--- src/rtl/fifo_wr_arbiter.sv ---
`default_nettype none
// ============================================================================
// Module   : fifo_wr_arbiter
// Purpose  : Round-robin burst arbiter sharing one fifo_sync write port
//            among NUM_REQ producers, with a running beat counter.
// Revision : 1.0
// ============================================================================
module fifo_wr_arbiter #(
   parameter int NUM_REQ   = 4,
   parameter int IDX_W     = 2,
   parameter int DATA_W    = 8,
   parameter int MAX_BURST = 4,
   parameter int CNT_W     = 16
) (
   input  logic                      clk,
   input  logic                      rst,
   input  logic [NUM_REQ-1:0]        i_req_valid,
   input  logic [NUM_REQ-1:0]        i_req_last,
   input  logic [NUM_REQ*DATA_W-1:0] i_req_data,
   output logic [NUM_REQ-1:0]        o_req_ready,
   input  logic                      i_fifo_full,
   output logic                      o_fifo_wr_en,
   output logic [DATA_W-1:0]         o_fifo_data_in,
   output logic                      o_grant_active,
   output logic [IDX_W-1:0]          o_grant_id,
   output logic [CNT_W-1:0]          o_beat_count
);

   localparam int                   c_BURST_W   = (MAX_BURST > 1) ? $clog2(MAX_BURST) : 1;
   localparam logic [c_BURST_W-1:0] c_BURST_END = c_BURST_W'(MAX_BURST - 1);

   typedef enum logic [0:0] {
      ST_IDLE  = 1'b0,
      ST_GRANT = 1'b1
   } state_t;

   state_t               r_state;
   logic                 r_grant_active;
   logic [IDX_W-1:0]     r_grant_id;
   logic [IDX_W-1:0]     r_last_grant;
   logic [c_BURST_W-1:0] r_burst_cnt;
   logic [CNT_W-1:0]     r_beat_count;

   logic                 w_pick_valid;
   logic [IDX_W-1:0]     w_pick_idx;
   logic [IDX_W-1:0]     w_cand;
   logic                 w_sel_valid;
   logic                 w_sel_last;
   logic [DATA_W-1:0]    w_sel_data;
   logic                 w_beat;

   // Search starts just after the last granted producer so the previous owner ranks lowest.
   always_comb begin
      w_pick_valid = 1'b0;
      w_pick_idx   = '0;
      w_cand       = '0;
      for (int k = 1; k <= NUM_REQ; k++) begin
         w_cand = IDX_W'((int'(r_last_grant) + k) % NUM_REQ);
         if (!w_pick_valid && i_req_valid[w_cand]) begin
            w_pick_valid = 1'b1;
            w_pick_idx   = w_cand;
         end
      end
   end

   always_comb begin
      w_sel_valid = 1'b0;
      w_sel_last  = 1'b0;
      w_sel_data  = '0;
      for (int i = 0; i < NUM_REQ; i++) begin
         if (r_grant_id == IDX_W'(i)) begin
            w_sel_valid = i_req_valid[i];
            w_sel_last  = i_req_last[i];
            w_sel_data  = i_req_data[i*DATA_W +: DATA_W];
         end
      end
   end

   // A beat landing in a reset cycle is dropped so the FIFO never sees it.
   assign w_beat = (r_state == ST_GRANT) && w_sel_valid && !i_fifo_full && !rst;

   always_comb begin
      o_req_ready = '0;
      for (int i = 0; i < NUM_REQ; i++) begin
         o_req_ready[i] = w_beat && (r_grant_id == IDX_W'(i));
      end
   end

   assign o_fifo_wr_en   = w_beat;
   assign o_fifo_data_in = (r_state == ST_GRANT) ? w_sel_data : '0;
   assign o_grant_active = r_grant_active;
   assign o_grant_id     = r_grant_id;
   assign o_beat_count   = r_beat_count;

   always_ff @(posedge clk) begin
      if (rst) begin
         r_state        <= ST_IDLE;
         r_grant_active <= 1'b0;
         r_grant_id     <= '0;
         r_last_grant   <= IDX_W'(NUM_REQ - 1);
         r_burst_cnt    <= '0;
         r_beat_count   <= '0;
      end else begin
         case (r_state)
            ST_IDLE: begin
               if (w_pick_valid) begin
                  r_state        <= ST_GRANT;
                  r_grant_active <= 1'b1;
                  r_grant_id     <= w_pick_idx;
                  r_last_grant   <= w_pick_idx;
                  r_burst_cnt    <= '0;
               end
            end
            ST_GRANT: begin
               if (w_beat) begin
                  r_beat_count <= r_beat_count + CNT_W'(1);
                  if (w_sel_last || (r_burst_cnt == c_BURST_END)) begin
                     r_state        <= ST_IDLE;
                     r_grant_active <= 1'b0;
                     r_burst_cnt    <= '0;
                  end else begin
                     r_burst_cnt <= r_burst_cnt + c_BURST_W'(1);
                  end
               end else if (!w_sel_valid) begin
                  r_state        <= ST_IDLE;
                  r_grant_active <= 1'b0;
                  r_burst_cnt    <= '0;
               end
            end
            default: begin
               r_state        <= ST_IDLE;
               r_grant_active <= 1'b0;
            end
         endcase
      end
   end

endmodule
`default_nettype wire

--- config.mk ---
export PLATFORM = sky130hd
export DESIGN_NAME = fifo_wr_arbiter
export DESIGN_NICKNAME = d
export VERILOG_FILES = /design/src/rtl/fifo_wr_arbiter.sv
export SDC_FILE = /design/constraint.sdc
export NUM_CORES = 1
export LEC_CHECK = 0
export CAP_MARGIN = 20
export CORE_MARGIN = 8
export CORE_UTILIZATION = 30
export CTS_CLUSTER_DIAMETER = 200
export DETAILED_ROUTE_END_ITERATION = 8
export DONT_BUFFER_PORTS = 1
export PLACE_DENSITY = 0.49
export SYNTH_ARGS = -nofsm -noshare
export SYNTH_HDL_FRONTEND = slang
export SYNTH_SLANG_ARGS = --single-unit
--- constraint.sdc ---
create_clock -name clk -period 1.53 [get_ports clk]
set_input_delay 0.153 -clock clk [delete_from_list [all_inputs] [get_ports clk]]
set_output_delay 0.153 -clock clk [all_outputs]
set_load 0.02 [all_outputs]
==> impl_metrics.env <==
export IMPL_route_detailed_drc=0
export IMPL_yosys_area_top_type_share_pct=30.1
export IMPL_startpoint_type="flip-flop"
export IMPL_met1_length_um=2060
export IMPL_grt_overflow=0
export IMPL_dr_pass1_iters=4
export IMPL_htree_levels=1
export IMPL_power_density_mw_per_mm2=810
export IMPL_fp_dieH_um=89.0
export IMPL_finalCritPeriodShare_pct=111
export IMPL_drive_above_1_share_pct=42.5
export IMPL_layout_cells_non_filler=277
export IMPL_max_slew_margin_pct=48.2
export IMPL_status="finished with violations"
export IMPL_ys_warn_count=0
export IMPL_synth_ff_type="dfxtp_1"
export IMPL_max_freq_ghz=0.587
export IMPL_final_cell_mix="buf_4, dfxtp_1, mux4_2, nor2_1, nand2_1"
export IMPL_antenna_diode_count=0
export IMPL_route_met2_wl_um=2590
export IMPL_cts_tree="done"
export IMPL_hold_slack_ns=0.0527
export IMPL_rsz0062_at_grt="true"
export IMPL_port_buffers=0
export IMPL_multiInputGateArea_mm2=0.00112
export IMPL_tns_ns=-2.92
export IMPL_vias=1472
export IMPL_clk_latency_ns=0.26
export IMPL_grt_max_degree=20
export IMPL_cts_root_buffer="clkbuf_8"
export IMPL_seqCellArea_um2=488
export IMPL_power_frac_seq_pct=38.9
export IMPL_synthesis_nets=219
export IMPL_period_minus_slack_ns=1.70
export IMPL_drtAntennaViolNets=0
export IMPL_cp_top_family="multiplexers"
export IMPL_yosys_top_cells_area="dfxtp_1, mux4_2, and2_1, a21oi_1, xor2_1"
export IMPL_vdd_ir_drop_max_uv=435
export IMPL_syn_inst=174
export IMPL_violations="negative setup slack"
export IMPL_seq_area_frac_synth_pct=30.1
export IMPL_hold_path_class="input port to flip-flop"
export IMPL_drt_wl_total_um=4920
export IMPL_synthArstFlopShare_pct=0
export IMPL_leakage_nw=0.832
export IMPL_hold_violations=0
export IMPL_slowest_stage="mux4_2"
export IMPL_arrival_ns=1.55
export IMPL_fill_cells=517
export IMPL_track_usage_pct=12.6
export IMPL_syn2layout_area_growth_pct=35.8
export IMPL_internal_power_w=0.00129
export IMPL_clock_power_share_pct=31.3
export IMPL_switching_share_pct=26.6
export IMPL_setup_violations=28
export IMPL_rows=26
export IMPL_gp_congestion=0.774
export IMPL_final_nets=253
export IMPL_tightest_slew_ns=0.775
export IMPL_skew_ns=0.000814
export IMPL_worst_path_buf_inv=2
export IMPL_yosysTopAreaCell="dfxtp_1"
export IMPL_die_area_mm2=0.00792
export IMPL_coreArea_mm2=0.00514
export IMPL_crit_required_ns=1.38
export IMPL_via_per_inst=5.31
export IMPL_initial_core_util_pct=31.1
export IMPL_grt_pass1_wl_um=8000
export IMPL_cts_buffers=3
export IMPL_startpoint="o_grant_id[1]"
export IMPL_setup_slack_ns=-0.173
export IMPL_yosysUniqueCellTypes=48
export IMPL_slew_violations=0
export IMPL_hold_start="rst"
export IMPL_finalPower_w=0.00176
export IMPL_path_cells="mux4_2 > nand2_1 > buf_4 > inv_2"
export IMPL_path_class="flip-flop to primary output"
export IMPL_netSwitchingPower_w=0.000467
export IMPL_maxCapViolCount=0
export IMPL_highest_layer="met4"
export IMPL_layout_commonest_cell="buf_4"
export IMPL_worstPathMaxFanout=6
export IMPL_place_ws_ns=-0.146
export IMPL_combPwrFrac_pct=29.8
export IMPL_slowest_delay_ns=0.58
export IMPL_met3WireLength_um=194
export IMPL_end_kind="primary output"
export IMPL_hpwl_um=3740
export IMPL_synth_seq_cells=24
export IMPL_reg2reg_from="o_grant_id[0]"
export IMPL_synth_edff_count=0
export IMPL_avgSynthCellArea_um2=9.18
export IMPL_num_io_pins=75
export IMPL_grt_pass1_vias=1503
export IMPL_fp_dieW_um=89.0
export IMPL_syn_cell_area_mm2=0.00160
export IMPL_grt_antenna_before_repair=0
export IMPL_clock_sinks=24
export IMPL_clk_pin_slew_ns=0.08
export IMPL_cts_max_path_buffers=2
export IMPL_wl_per_cell_um=17.7
export IMPL_drt_iter0_markers=48
export IMPL_dp_cells=260
[cell usage after synthesis, drive strengths merged, types with 4 or more instances]
cell type and n:
buf 7, nand4 4, or3 4, o21ai 6, mux4 10, xor2 6, nand2 9, clkbuf 7
nor3 5, a21oi 11, inv 6, nand3 8, nor2 10, and2 10, dfxtp 24
[layout make-up]
cell class / count / share of cell area [%]
Multi-Input combinational cell: 130 / 51.5
Sequential cell: 24 / 22.5
Timing Repair Buffer: 43 / 17.6
Tap cell: 70 / 4.04
Clock buffer: 3 / 1.90
Clock inverter: 1 / 1.38
Inverter: 6 / 1.04
[state kept, by name, indices dropped and copies added, names as in the netlist]
name            flops
r_burst_cnt         2
o_grant_id          2
o_grant_active      1
r_last_grant        2
o_beat_count       16
r_state             1
[metal layers]
layer  vias to the layer above  GRT usage [%]
met3                         6           2.02
met5                         -              0
met1                       720           15.2
met2                        27           22.2
li1                        719              -
met4                         0           4.23
[timing repair]
| item | CTS | global route |
|---|---|---|
| hold buffers | 1 | 0 |
| gates resized for setup | 27 | 14 |
| gates cloned | 1 | 0 |
| buffers inserted | 9 | 3 |
| pin swaps | 10 | 4 |
| setup endpoints to repair | 24 | 32 |
| endpoints found under the hold margin | 17 | 0 |
[worst reg2reg max path: cells and delay by family (launching register included)]
kind            cells  cell delay, ns
mux                 1            0.30
flops               1            0.38
simple gates        2            0.58
buf+inv             2            0.24
compound gates      1            0.12
[power groups by stage]
stage | logic (W) | clock network [W] | registers [W]
after floorplan | 0.000347 | 0 | 0.000693
after global placement | 0.000381 | 0 | 0.000692
after detailed placement | 0.000391 | 0 | 0.000693
after CTS | 0.000506 | 0.000574 | 0.000681
after global routing | 0.000559 | 0.000606 | 0.000686
final | 0.000524 | 0.000550 | 0.000683
[worst paths after layout]
check | endpoint | slack, ns | cells past startpoint
setup / recovery | o_fifo_wr_en | -0.17 | 4
hold reg to reg | r_burst_cnt[1] | 0.50 | 1
hold / removal | r_last_grant[0] | 0.05 | 1
setup reg to reg | o_beat_count[15] | -0.17 | 6
[through the flow]
step / area, µm² / utilization [%]
4_1_cts: 2110 / 41.0
5_1_grt: 2170 / 42.2
2_1_floorplan: 1640 / -
3_3_place_gp: 1870 / 36.3
3_5_place_dp: 1870 / 36.3
6_report: 2170 / 42.2
[cells by family after synthesis]
| logic type | count (synthesis) | share of synthesized area [%] |
|---|---|---|
| mux | 12 | 15.4 |
| flops | 24 | 30.1 |
| buf+inv | 20 | 6.03 |
| simple gates | 76 | 29.4 |
| compound gates | 34 | 14.3 |
| fa+ha+maj | 2 | 1.57 |
| xor+xnor | 6 | 3.29 |
No activity file was read; power rests on OpenSTA's default activity.
